**config.mk**
```make
export PLATFORM = sky130hd
export DESIGN_NAME = xc_aessub_fu
export DESIGN_NICKNAME = d
export VERILOG_FILES = /design/src/rtl/xc_aes_pkg.sv /design/src/rtl/xc_aes_sbox.sv /design/src/rtl/xc_aessub_fu.sv
export SDC_FILE = /design/constraint.sdc
export NUM_CORES = 1
export LEC_CHECK = 0
export CORE_MARGIN = 1.5
export CORE_UTILIZATION = 50
export CTS_CLUSTER_DIAMETER = 120
export CTS_CLUSTER_SIZE = 10
export DETAILED_ROUTE_END_ITERATION = 8
export PLACE_DENSITY = 0.68
export SETUP_SLACK_MARGIN = 0.5
export SLEW_MARGIN = 25
export SYNTH_ARGS = -nofsm -noshare
export SYNTH_HDL_FRONTEND = slang
export SYNTH_HIERARCHICAL = 1
export SYNTH_SLANG_ARGS = --single-unit
```
**constraint.sdc**
```tcl
create_clock -name g_clk -period 29.1 [get_ports g_clk]
set_input_delay 5.82 -clock g_clk [delete_from_list [all_inputs] [get_ports g_clk]]
set_output_delay 5.82 -clock g_clk [all_outputs]
set_load 0.02 [all_outputs]
```
**src/rtl/xc_aes_pkg.sv**
```systemverilog
// Shared AES definitions for the aessub functional unit and its checker: FSM states,
// operand lane selection, packing rotate and the forward/inverse S-box functions.
package xc_aes_pkg;

  typedef enum logic [1:0] {StIdle, StBusy, StDone} aes_state_e;

  // Lane i always takes byte i; odd lanes come from rs2, even lanes from rs1.
  localparam logic [3:0]  LaneFromRs2 = 4'b1010;
  localparam int unsigned RotAmt      = 8;

  function automatic logic [7:0] lane_byte(input logic [31:0] rs1, input logic [31:0] rs2,
                                           input logic [1:0] lane);
    logic [31:0] src;
    src = LaneFromRs2[lane] ? rs2 : rs1;
    return src[{lane, 3'b000} +: 8];
  endfunction

  function automatic logic [31:0] gather_lanes(input logic [31:0] rs1, input logic [31:0] rs2);
    return {lane_byte(rs1, rs2, 2'd3), lane_byte(rs1, rs2, 2'd2),
            lane_byte(rs1, rs2, 2'd1), lane_byte(rs1, rs2, 2'd0)};
  endfunction

  function automatic logic [31:0] pack_word(input logic [31:0] w, input logic rot);
    return rot ? ((w << RotAmt) | (w >> (32 - RotAmt))) : w;
  endfunction

  function automatic logic [7:0] gf_xtime(input logic [7:0] a);
    return {a[6:0], 1'b0} ^ (a[7] ? 8'h1b : 8'h00);
  endfunction

  function automatic logic [7:0] gf_mul(input logic [7:0] a, input logic [7:0] b);
    logic [7:0] p;
    logic [7:0] x;
    p = 8'h00;
    x = a;
    for (int i = 0; i < 8; i++) begin
      if (b[i]) p = p ^ x;
      x = gf_xtime(x);
    end
    return p;
  endfunction

  // x^254 == x^-1 in GF(2^8); maps 0 to 0 as AES requires.
  function automatic logic [7:0] gf_inv(input logic [7:0] x);
    logic [7:0] sq;
    logic [7:0] r;
    sq = x;
    r  = 8'h01;
    for (int k = 1; k < 8; k++) begin
      sq = gf_mul(sq, sq);
      r  = gf_mul(r, sq);
    end
    return r;
  endfunction

  function automatic logic [7:0] aes_affine(input logic [7:0] x);
    return x ^ {x[6:0], x[7]} ^ {x[5:0], x[7:6]} ^ {x[4:0], x[7:5]} ^ {x[3:0], x[7:4]} ^ 8'h63;
  endfunction

  function automatic logic [7:0] aes_inv_affine(input logic [7:0] x);
    return {x[6:0], x[7]} ^ {x[4:0], x[7:5]} ^ {x[1:0], x[7:2]} ^ 8'h05;
  endfunction

  function automatic logic [7:0] aes_sbox_fwd(input logic [7:0] x);
    return aes_affine(gf_inv(x));
  endfunction

  function automatic logic [7:0] aes_sbox_inv(input logic [7:0] x);
    return gf_inv(aes_inv_affine(x));
  endfunction

endpackage

```
**src/rtl/xc_aes_sbox.sv**
```systemverilog
// Combined forward/inverse AES S-box sharing one GF(2^8) inverter between directions.
module xc_aes_sbox
  import xc_aes_pkg::*;
(
  input  logic       enc_i,
  input  logic [7:0] byte_i,
  output logic [7:0] byte_o
);

  logic [7:0] inv_in;
  logic [7:0] inv_out;

  always_comb begin
    inv_in  = enc_i ? byte_i : aes_inv_affine(byte_i);
    inv_out = gf_inv(inv_in);
    byte_o  = enc_i ? aes_affine(inv_out) : inv_out;
  end

endmodule

```
**src/rtl/xc_aessub_fu.sv**
```systemverilog
// XCrypto xc.aessub execute-stage unit: iterative one-S-box datapath by default,
// or a single-cycle four-S-box datapath when XC_AESSUB_FAST_EN is defined.
module xc_aessub_fu
  import xc_aes_pkg::*;
#(
  parameter int unsigned NBYTES = 4
) (
  input  logic        g_clk,
  input  logic        g_resetn,
  input  logic        flush,
  input  logic        valid,
  input  logic [31:0] rs1,
  input  logic [31:0] rs2,
  input  logic        enc,
  input  logic        rot,
  output logic        ready,
  output logic [31:0] result
);

  aes_state_e  state_q, state_d;
  logic [31:0] acc_q, acc_d;
  logic        rot_q, rot_d;
  logic [31:0] lanes;

  assign lanes = gather_lanes(rs1, rs2);

  // Bytes of rs1/rs2 that never feed a lane.
  logic unused_operand_bits;
  assign unused_operand_bits = ^{rs1[31:24], rs1[15:8], rs2[23:16], rs2[7:0]};

`ifdef XC_AESSUB_FAST_EN
  logic [31:0] fast_word;

  for (genvar i = 0; i < 4; i++) begin : g_sbox
    xc_aes_sbox u_sbox (
      .enc_i  (enc),
      .byte_i (lanes[8*i +: 8]),
      .byte_o (fast_word[8*i +: 8])
    );
  end
`else
  logic [1:0]  cnt_q, cnt_d;
  logic [23:0] ops_q, ops_d;   // lanes 1..3, consumed from the bottom byte
  logic        enc_q, enc_d;
  logic        sbox_enc;
  logic [7:0]  sbox_in, sbox_out;

  xc_aes_sbox u_sbox (
    .enc_i  (sbox_enc),
    .byte_i (sbox_in),
    .byte_o (sbox_out)
  );
`endif

  always_comb begin
    state_d = state_q;
    acc_d   = acc_q;
    rot_d   = rot_q;
    ready   = 1'b0;
    result  = 32'h0;
`ifndef XC_AESSUB_FAST_EN
    cnt_d    = cnt_q;
    ops_d    = ops_q;
    enc_d    = enc_q;
    sbox_enc = enc_q;
    sbox_in  = ops_q[7:0];
`endif
    unique case (state_q)
      StIdle: begin
`ifndef XC_AESSUB_FAST_EN
        sbox_enc = enc;
        sbox_in  = lanes[7:0];
`endif
        if (valid && !flush) begin
          rot_d = rot;
`ifdef XC_AESSUB_FAST_EN
          acc_d   = fast_word;
          state_d = StDone;
`else
          enc_d   = enc;
          ops_d   = lanes[31:8];
          acc_d   = {24'h0, sbox_out};
          cnt_d   = 2'd1;
          state_d = StBusy;
`endif
        end
      end
      StBusy: begin
`ifndef XC_AESSUB_FAST_EN
        if (!valid) begin
          state_d = StIdle;
          cnt_d   = 2'd0;
        end else begin
          acc_d[{cnt_q, 3'b000} +: 8] = sbox_out;
          ops_d = {8'h00, ops_q[23:8]};
          cnt_d = cnt_q + 2'd1;
          if (cnt_q == 2'd3) begin
            state_d = StDone;
            cnt_d   = 2'd0;
          end
        end
`else
        state_d = StIdle;
`endif
      end
      StDone: begin
        state_d = StIdle;
        if (!flush) begin
          ready  = 1'b1;
          result = pack_word(acc_q, rot_q);
        end
      end
      default: state_d = StIdle;
    endcase
    if (flush) begin
      state_d = StIdle;
`ifndef XC_AESSUB_FAST_EN
      cnt_d = 2'd0;
`endif
    end
  end

  always_ff @(posedge g_clk or negedge g_resetn) begin
    if (!g_resetn) begin
      state_q <= StIdle;
      acc_q   <= 32'h0;
      rot_q   <= 1'b0;
`ifndef XC_AESSUB_FAST_EN
      cnt_q   <= 2'd0;
      ops_q   <= 24'h0;
      enc_q   <= 1'b0;
`endif
    end else begin
      state_q <= state_d;
      acc_q   <= acc_d;
      rot_q   <= rot_d;
`ifndef XC_AESSUB_FAST_EN
      cnt_q   <= cnt_d;
      ops_q   <= ops_d;
      enc_q   <= enc_d;
`endif
    end
  end

  nbytes_fixed_a: assert property (@(posedge g_clk) disable iff (!g_resetn) NBYTES == 4);

endmodule

```
==> summary.txt, run 1 <==
Status
  • Outcome: finished, final reports clean

Layout
  • Layout cell share with drive strength beyond 1: 0.105
  • Final #Nets: about 2500
  • Antenna diodes: 0
  • Finished layout cell area: about 0.021 mm2
  • Final Non-Filler Cells: 2978
  • Layout area overhead: 7.96%

Yosys
  • Synth top area share: 0.181
  • Syn Nets: approximately 2600
  • Cells after Synth: between 2000 and 2500
  • FFs w/ async S/R, synth: 1.00
  • FF+latch count, synth: 62
  • Synth cell types: 116
  • YS warnings: 6
  • Primary FF master, synth: dfrtp_1
  • Number of enable flip-flop cells after synthesis: 0
  • Sequential share of the synthesized area: 0.0800
  • Most instantiated library cell after synthesis: xnor2_1
  • Post-Syn Area: around 0.019 mm2
  • Top cells by area, synth: xnor2_1 (18%), xnor3_1 (9.6%), dfrtp_1 (8.0%), nor2_1 (7.2%), mux2i_1 (5.1%)
  • Mapped Avg Cell Area: 7.81 um2
  • Synth cell count leaders: xnor2_1 (401), nor2_1 (374), nand2_1 (211)
  • Post-synth top area cell: xnor2_1

Critical path
  • Worst reg2reg path depth: 60
  • Worst reg2reg setup slack: around 7800 ps
  • Crit path max-delay family: XOR/XNOR gates
  • Crit. End Element: flop
  • Worst Path Arrival: between 20000 and 30000 ps
  • Most used cell, CP: xnor2_1
  • Critical path's slowest cell: ha_1
  • Worst Path Buf+Inv: 5
  • Crit path launch type: input pin
  • Critical Path RT: ~29000 ps
  • Setup CP Type: in2reg
  • Max stage delay on crit path: between 700 and 800 ps
  • Worst reg2reg startpoint: state_q[0]$_DFFE_PN0P_
  • CP Max Fanout: 22
  • RR Endpoint: acc_q[22]$_DFFE_PN0P_

Detailed routing
  • DRC viols: 0
  • Vias: ~18000
  • Initial detailed-routing violation count: roughly 1500
  • Final ANT Viol Nets: 0
  • Drt wl/cell: 18.1 um
  • DR vias/cell: roughly 6
  • Pre-Repair DR Iteration Count: 5
  • Drt total wl: about 54 mm

Min path
  • HP Start: ops_q[22]$_DFFE_PN0P_
  • Min-delay worst type: reg2reg
  • Cell depth of the worst hold path: 1
  • Worst min-delay path endpoint: ops_q[22]$_DFFE_PN0P_

Timing
  • Min Tclk post-route: between 20000 and 30000 ps
  • Max-slew violations: 0
  • Clk_skew: about 7 ps
  • Setup TNS: 0 ps
  • Final Hold Viols: 0
  • Final setup viols: 0
  • Final hold slack: 508 ps
  • Relative slew slack: 0.346
  • F_max: 38.2 MHz
  • Slew at the pin with the worst max-slew slack: between 900 and 1000 ps
  • Fin crit share: 0.900
  • RSZ-0062 raised after global routing: false

Floorplan
  • Die width: roughly 200 um
  • Die height: between 150 and 200 um
  • Core box area: 0.0379 mm2
  • Num rows: slightly above 70
  • IO Count: 103
  • Initial Utilization: 0.511
  • Die area: 0.0400 mm2

Clock tree
  • Clk_lat worst skew: 330 ps
  • # clock sinks: 62
  • Root Buffer Master: clkbuf_16
  • Max clock buf depth: 2
  • H-Tree Depth: 3
  • Cts bufs inserted: 9
  • Clock tree from TritonCTS: built
  • Post-CTS setup buffer count: 0
  • PostCTS Resize Cnt: 0
  • Reg clk slew, reported paths: around 50 ps
  • Hold-fix buffers, CTS: 0

GRT
  • Tot GR Track Use: 0.267
  • GR Overflow Total: 0
  • Largest net degree at the start of global routing: 63
  • First-pass GRT wire length: roughly 90 mm
  • Initial antenna violation count: 1
  • Vias in the first global route: around 17000

Place
  • DPL Wire Length: between 30 and 40 mm
  • DP Cell Count: between 2000 and 3000
  • Dpl cell area: roughly 0.021 mm2
  • Placer Congestion: ~0.91
  • Port bufs: 70

Flow run
  • Max cap viols: 0
stage by stage:
step                      setup WS [ps]  utilization
after floorplan                    6780            -
after global placement             3180        0.543
after detailed placement           2960        0.543
after CTS                          3120        0.552
after global routing               1610        0.552
final                              2910        0.552
layout by cell type, fill, tap and decap left out, types with 12 or more instances in the layout:
cell             synthesis  layout
nor3_1                  53      53
a22o_1                  17      17
nor2_1                 374     374
xnor2_2                 30      39
buf_4                   14      71
xor2_2                   9      12
o21ai_0                131     131
dfrtp_1                 62      62
nand3_1                 64      64
nand2_1                211     211
and2_1                  17      17
nand4_1                 13      13
a22oi_1                 21      21
xnor2_1                401     392
ha_1                    13      13
inv_1                   31      31
o22ai_1                 23      23
clkdlybuf4s50_1          0      69
mux2i_1                 99      99
or3_1                   17      17
a211oi_1                25      25
and3_1                  23      23
a21oi_1                104     103
nor4_1                  17      17
xor2_1                 101      98
mux2_2                  45      45
nand2b_1                21      21
xnor3_1                 83      83
nor2b_1                 19      18
o211ai_1                19      19
a31oi_1                 26      26
registers in the layout (all words and copies together), names as in the netlist:
| signal | flops |
|---|---|
| acc_q | 32 |
| enc_q | 1 |
| cnt_q | 2 |
| ops_q | 24 |
| state_q | 2 |
| rot_q | 1 |
worst max path at each step:
stage | start | end | slack (ps) | depth (start not counted)
after global routing | rs1[7] | acc_q[17]$_DFFE_PN0P_ | 1610 | 66
final | rs1[7] | acc_q[22]$_DFFE_PN0P_ | 2910 | 60
after global placement | rs1[7] | acc_q[21]$_DFFE_PN0P_ | 3180 | 61
after floorplan | rs1[7] | acc_q[31]$_DFFE_PN0P_ | 6780 | 69
after detailed placement | rs1[7] | acc_q[21]$_DFFE_PN0P_ | 2960 | 61
after CTS | rs1[7] | acc_q[22]$_DFFE_PN0P_ | 3120 | 60
cells by family (layout without fill, tap and decap cells):
logic type,after synthesis,count (layout),synth area share
compound gates,514,514,0.181
mux,147,147,0.0792
flops,62,62,0.0800
xor+xnor,657,657,0.398
simple gates,876,876,0.204
buf+inv,214,197,0.0480
fa+ha+maj,14,14,0.00890
layer usage:
metal	GRT usage	vias to the layer above	routed length, um
li1	-	8635	-
met1	0.363	8555	23900
met2	0.459	648	25700
met3	0.0178	88	3270
met4	0.0691	2	1030
met5	0	-	17
area by class of cell:
cell class                      count  area, um2
Timing Repair Buffer              141       1230
Multi-Input combinational cell   2208      17000
Clock inverter                      3       65.1
Inverter                           40        150
Tap cell                          511        639
Clock buffer                       13        270
Fill cell                        3565      17000
Sequential cell                    62       1550
Power of run 1 is not shown: default switching activity piles up to over one toggle a cycle in this logic, so the estimate is an artifact.
==> run 2, diff against run 1 <==
Settings changed: GPL_TIMING_DRIVEN from default to 0.
==> summary.txt, run 2 (synthesized netlist as in run 1, its figures left out) <==
Floorplan
  • IO Count: 103 (unchanged)
  • Die area: 0.0400 mm2 (unchanged)
  • Num rows: 71 (unchanged)
  • Die width: 200 um (unchanged)
  • Initial Utilization: 0.511 (unchanged)
  • Core box area: 0.0379 mm2 (unchanged)
  • Die height: 200 um (unchanged)

Layout
  • Layout cell share with drive strength beyond 1: 0.0915 (-0.0135)
  • Seq. cell area: 0.00155 mm2 (unchanged)
  • Antenna diodes: 0 (unchanged)
  • Top Registers: acc_q (32), ops_q (24)
  • Area of the multi-input gates: 0.0170 mm2 (-0.29%)
  • Most frequent cells in the layout: xnor2_1 (394), nor2_1 (374), nand2_1 (211), o21ai_0 (131), clkbuf_1 (110)
  • Most common cell after layout, fill and taps aside: xnor2_1
  • Layout area overhead: 8.84%
  • Fill cells: 3615 (+1.4%)
  • Largest register FFs: 32 (unchanged)
  • Final #Nets: 2649 (+4.1%)
  • Largest Register: acc_q

GRT
  • First-pass GRT wire length: 95.5 mm (+8.5%)
  • Largest net degree at the start of global routing: 49 (-22%)
  • Tot GR Track Use: 0.294 (+0.0272)
  • Initial antenna violation count: 0 (-1)
  • GR Overflow Total: 0 (unchanged)
  • Vias in the first global route: 17600 (+4.0%)

Timing
  • Setup TNS: 0 ps (unchanged)
  • Relative slew slack: 0.281 (-0.0647)
  • Min Tclk post-route: 27100 ps (+904 ps)
  • Slew at the pin with the worst max-slew slack: 1070 ps (+91.7 ps)
  • Clk_skew: 5.33 ps (-1.65 ps)
  • Max-slew violations: 0 (unchanged)
  • F_max: 36.9 MHz (-3.3%)
  • Final setup viols: 0 (unchanged)
  • Final Hold Viols: 0 (unchanged)
  • Fin crit share: 0.931 (+0.0311)
  • RSZ-0062 raised after global routing: false

Min path
  • Min-delay worst type: reg2reg
  • HP Start: ops_q[17]$_DFFE_PN0P_

Clock tree
  • # clock sinks: 62 (unchanged)
  • Post-CTS setup buffer count: 0 (unchanged)
  • Hold-fix buffers, CTS: 0 (unchanged)
  • Clock tree from TritonCTS: built
  • Cts bufs inserted: 9 (unchanged)
  • Root Buffer Master: clkbuf_16
  • H-Tree Depth: 3 (unchanged)
  • PostCTS Resize Cnt: 0 (unchanged)
  • Max clock buf depth: 2 (unchanged)
  • Reg clk slew, reported paths: 50 ps (about the same)
  • Clk_lat worst skew: 330 ps (about the same)

Critical path
  • Critical path's slowest cell: xnor2_1
  • Setup CP Type: in2reg
  • Critical Path RT: 29370 ps (about the same)
  • Worst reg2reg path depth: 73 (+22%)
  • Worst Path Buf+Inv: 16 (+11)
  • Worst Setup SP: enc
  • CP Depth: 73 (+22%)
  • Crit. End Element: flop
  • RR Endpoint: acc_q[20]$_DFFE_PN0P_
  • Worst reg2reg startpoint: state_q[1]$_DFFE_PN0P_
  • Crit path max-delay family: XOR/XNOR gates
  • Critical path capture point: acc_q[20]$_DFFE_PN0P_
  • Worst Path Arrival: 27360 ps (+900 ps)
  • Most used cell, CP: xnor2_1
  • Max stage delay on crit path: 660 ps (-60 ps)
  • CP Max Fanout: 10 (-55%)
  • Worst reg2reg setup slack: 7030 ps (-750 ps)
  • Crit path launch type: input pin

Place
  • Placer Congestion: 0.929 (+2.3%)
  • DPL Wire Length: 44.8 mm (+15%)
  • Port bufs: 70 (unchanged)

Detailed routing
  • Drt wl/cell: 19.2 um (+6.0%)
  • Initial detailed-routing violation count: 1714 (+15%)
  • Pre-Repair DR Iteration Count: 6 (+1)
  • DR vias/cell: 6.07 (+0.82%)
  • Vias: 18700 (+4.3%)
  • Drt total wl: 59.1 mm (+9.6%)
  • Final ANT Viol Nets: 0 (unchanged)
  • DRC viols: 0 (unchanged)

Status
  • Outcome: finished, final reports clean

Flow run
  • Max cap viols: 0 (unchanged)
[run 2: changes by cell type in the layout (fill, tap and decap cells not counted), sizes merged]
cell,before,now
clkbuf,13,123
buf,72,66
bufinv,2,0
[run 2: worst min path at each step]
stage          cells past startpoint               endpoint  slack (ps)
2_1_floorplan                      2   ops_q[0]$_DFFE_PN0P_         470
3_3_place_gp                       2   ops_q[3]$_DFFE_PN0P_         490
3_5_place_dp                       1  ops_q[17]$_DFFE_PN0P_         500
4_1_cts                            1  ops_q[19]$_DFFE_PN0P_         510
5_1_grt                            1  ops_q[20]$_DFFE_PN0P_         520
6_report                           1  ops_q[17]$_DFFE_PN0P_         510
[run 2: cell type report]
type,count,share of cell area
well taps,511,0.0303
clock buffers,13,0.0128
clock inverters,1,0.000237
flip-flops and latches,62,0.0735
multi-input cells,2208,0.805
inverters,40,0.00711
repair buffers,71,0.0344
plain buffers,174,0.0370
[run 2: through the flow]
step           cells   util  hold slack (ps)  setup slack (ps)  area, um2
2_1_floorplan   2484      -              470              6780      19400
3_3_place_gp    3065  0.547              487              1940      20700
3_5_place_dp    3066  0.548              495              1770      20800
4_1_cts         3080  0.555              511              2010      21100
5_1_grt         3080  0.557              523               549      21100
6_report        3080  0.557              509              2000      21100
[run 2: worst register-to-register path: cells and delay by family, from the launching register on]
kind                     cells  cell delay, ps
AND/OR/NAND/NOR             12            2170
buffers and inverters       15            4470
multiplexers                 8            2740
XOR/XNOR                    20            6550
AO/OA/AOI/OAI               14            3950
adder cells (fa/ha/maj)      4            1690
flip-flops                   1             490
[run 2: layer usage]
metal  routed length [um]  global-route usage  up-vias
met2                28000               0.497      813
met1                25700               0.406     8921
li1                     -                   -     8852
met3                 4140              0.0265      109
met5                    0                   0        -
met4                 1230              0.0677        0
Power of run 2 is left out for the same reason.
==> run 3, diff against run 2 <==
Settings changed: ABC_AREA from default to 1.
==> summary.txt, run 3 <==
Layout
  • Layout area overhead: 7.70%
  • Largest Register: acc_q
  • Fill cells: 4908 (+36%)
  • Final core utilization: 0.547 (-0.00956)
  • Most frequent cells in the layout: nand2_1 (2006), nand3_1 (660), inv_1 (341), nor2_1 (278), nand2_2 (203)
  • Final #Nets: 4699 (+77%)
  • Layout cell share with drive strength beyond 1: 0.135 (+0.0438)
  • Most common cell after layout, fill and taps aside: nand2_1
  • Top Registers: acc_q (32), ops_q (24)
  • Largest register FFs: 32 (unchanged)
  • Antenna diodes: 0 (unchanged)

Critical path
  • Setup CP Type: in2reg
  • Max stage delay on crit path: 570 ps (-90 ps)
  • Worst Path Arrival: 22900 ps (-4460 ps)
  • CP Max Fanout: 10 (unchanged)
  • Crit path launch type: input pin
  • Worst reg2reg startpoint: state_q[1]$_DFFE_PN0P_
  • RR Endpoint: acc_q[26]$_DFFE_PN0P_
  • Worst reg2reg setup slack: 11210 ps (+4180 ps)
  • Most used cell, CP: nand2_1
  • Crit. End Element: flop
  • Worst reg2reg path depth: 112 (+53%)
  • Critical path's slowest cell: xnor2_2
  • Critical Path RT: 29370 ps (about the same)

Timing
  • Final setup viols: 0 (unchanged)
  • Fin crit share: 0.778 (-0.153)
  • Fin worst setup slack: 6470 ps (+4460 ps)
  • Setup TNS: 0 ps (unchanged)
  • Final hold slack: 482 ps (-26.4 ps)
  • RSZ-0062 raised after global routing: false
  • Final Hold Viols: 0 (unchanged)
  • Clk_skew: 9.53 ps (+4.20 ps)
  • Slew at the pin with the worst max-slew slack: 712 ps (-359 ps)
  • Max-slew violations: 0 (unchanged)
  • Relative slew slack: 0.523 (+0.242)
  • F_max: 44.2 MHz (+20%)
  • Min Tclk post-route: 22630 ps (-4460 ps)

Yosys
  • Most instantiated library cell after synthesis: nand2_1
  • Synth top area share: 0.318 (+0.137)
  • Post-synth top area cell: nand2_1
  • Top cells by area, synth: nand2_1 (32%), nand3_1 (14%), dfrtp_1 (6.5%), xor2_1 (5.5%), inv_1 (5.4%)
  • Cells after Synth: 4534 (+83%)
  • Sequential share of the synthesized area: 0.0655 (-0.0145)
  • Post-Syn Area: 0.0237 mm2 (+22%)
  • Number of enable flip-flop cells after synthesis: 0 (unchanged)
  • Synth cell count leaders: nand2_1 (2006), nand3_1 (660), inv_1 (341)
  • FF+latch count, synth: 62 (unchanged)
  • Syn Nets: 4617 (+80%)
  • Primary FF master, synth: dfrtp_1
  • YS warnings: 6 (unchanged)
  • FFs w/ async S/R, synth: 1.00 (unchanged)
  • Mapped Avg Cell Area: 5.23 um2 (-33%)
  • Synth cell types: 55 (-53%)

Detailed routing
  • Final ANT Viol Nets: 0 (unchanged)
  • Pre-Repair DR Iteration Count: 8 (+2)
  • DRC viols: 9 (+9)
  • Drt total wl: 72.3 mm (+22%)
  • Initial detailed-routing violation count: 2365 (+38%)
  • Vias: 27600 (+48%)
  • DR vias/cell: 5.29 (-13%)
  • Drt wl/cell: 13.8 um (-28%)

Floorplan
  • Num rows: 79 (+11%)
  • Die height: 221 um (+10%)
  • Core box area: 0.0467 mm2 (+23%)
  • IO Count: 103 (unchanged)
  • Initial Utilization: 0.508 (-0.00347)
  • Die width: 221 um (+10%)
  • Die area: 0.0487 mm2 (+22%)

Min path
  • Min-delay worst type: reg2reg
  • Worst min-delay path endpoint: ops_q[4]$_DFFE_PN0P_
  • HP Start: ops_q[4]$_DFFE_PN0P_
  • Cell depth of the worst hold path: 2 (+1)

GRT
  • First-pass GRT wire length: 120 mm (+25%)
  • Tot GR Track Use: 0.295 (+0.00138)
  • GR Overflow Total: 0 (unchanged)
  • Vias in the first global route: 24500 (+39%)
  • Initial antenna violation count: 0 (unchanged)
  • Largest net degree at the start of global routing: 42 (-14%)

Clock tree
  • Root Buffer Master: clkbuf_16
  • Cts bufs inserted: 9 (unchanged)
  • Post-CTS setup buffer count: 0 (unchanged)
  • Hold-fix buffers, CTS: 0 (unchanged)
  • H-Tree Depth: 3 (unchanged)
  • Max clock buf depth: 2 (unchanged)
  • Clk_lat worst skew: 330 ps (about the same)
  • # clock sinks: 62 (unchanged)
  • Clock tree from TritonCTS: built
  • PostCTS Resize Cnt: 0 (unchanged)
  • Reg clk slew, reported paths: 50 ps (about the same)

Place
  • Pre-CTS WS: 6400 ps (+4630 ps)
  • DPL Wire Length: 57.5 mm (+29%)
  • Port bufs: 70 (unchanged)
  • Placer Congestion: 0.944 (+1.7%)

Flow run
  • Max cap viols: 0 (unchanged)

Status
  • Outcome: finished with violations
  • Failing checks: DRC
run 3: changes by cell type after synthesis, sizes merged, moves of 91 or more:
cell / delta
nand2: +2067
nand3: +632
inv: +439
xnor2: -346
mux2i: -101
xnor3: -91
run 3: worst max-delay path by stage:
stage | start | cells after the start | to
final | rs1[4] | 111 | acc_q[26]$_DFFE_PN0P_
after global routing | rs1[1] | 116 | acc_q[28]$_DFFE_PN0P_
after CTS | enc | 112 | acc_q[26]$_DFFE_PN0P_
after detailed placement | rs1[1] | 115 | acc_q[26]$_DFFE_PN0P_
after global placement | rs1[4] | 115 | acc_q[26]$_DFFE_PN0P_
after floorplan | enc | 112 | acc_q[25]$_DFFE_PN0P_
run 3: per-stage QoR:
step	cells	area, um2
final	5228	25500
after floorplan	4534	23700
after global routing	5228	25500
after detailed placement	5212	25200
after CTS	5228	25500
after global placement	5211	25200
run 3: critical path, delay by kind of cell:
family / cells / cell delay [ps]
buf+inv: 24 / 4460
fa+ha+maj: 6 / 1940
xor+xnor: 12 / 2960
compound gates: 1 / 70
simple gates: 68 / 7590
run 3: logic make-up (layout without fill, tap and decap cells):
logic type,count (synthesis),after routing,share of synthesized area
AO/OA/AOI/OAI,171,171,0.0405
adder cells (fa/ha/maj),13,13,0.00686
flip-flops,62,62,0.0655
AND/OR/NAND/NOR,3425,3425,0.658
XOR/XNOR,264,264,0.113
buffers and inverters,599,686,0.116
run 3: final cells by class:
cell class / count / area, um2 / area share
clock buffer: 9 / 225 / 0.00882
timing repair buffer: 71 / 718 / 0.0281
clock inverter: 7 / 121 / 0.00475
inverter: 492 / 1930 / 0.0756
multi-input combinational: 3873 / 19400 / 0.760
buffer: 107 / 815 / 0.0319
sequential: 62 / 1550 / 0.0608
tap: 607 / 759 / 0.0298
run 3: layer usage:
layer | global-route usage | up-vias | part of all wire
li1 | - | 14400 | -
met1 | 0.399 | 12200 | 0.46
met2 | 0.497 | 950 | 0.45
met3 | 0.0315 | 121 | 0.068
met4 | 0.0800 | 0 | 0.020
met5 | 0 | - | 0
Power of run 3 is left out for the same reason.
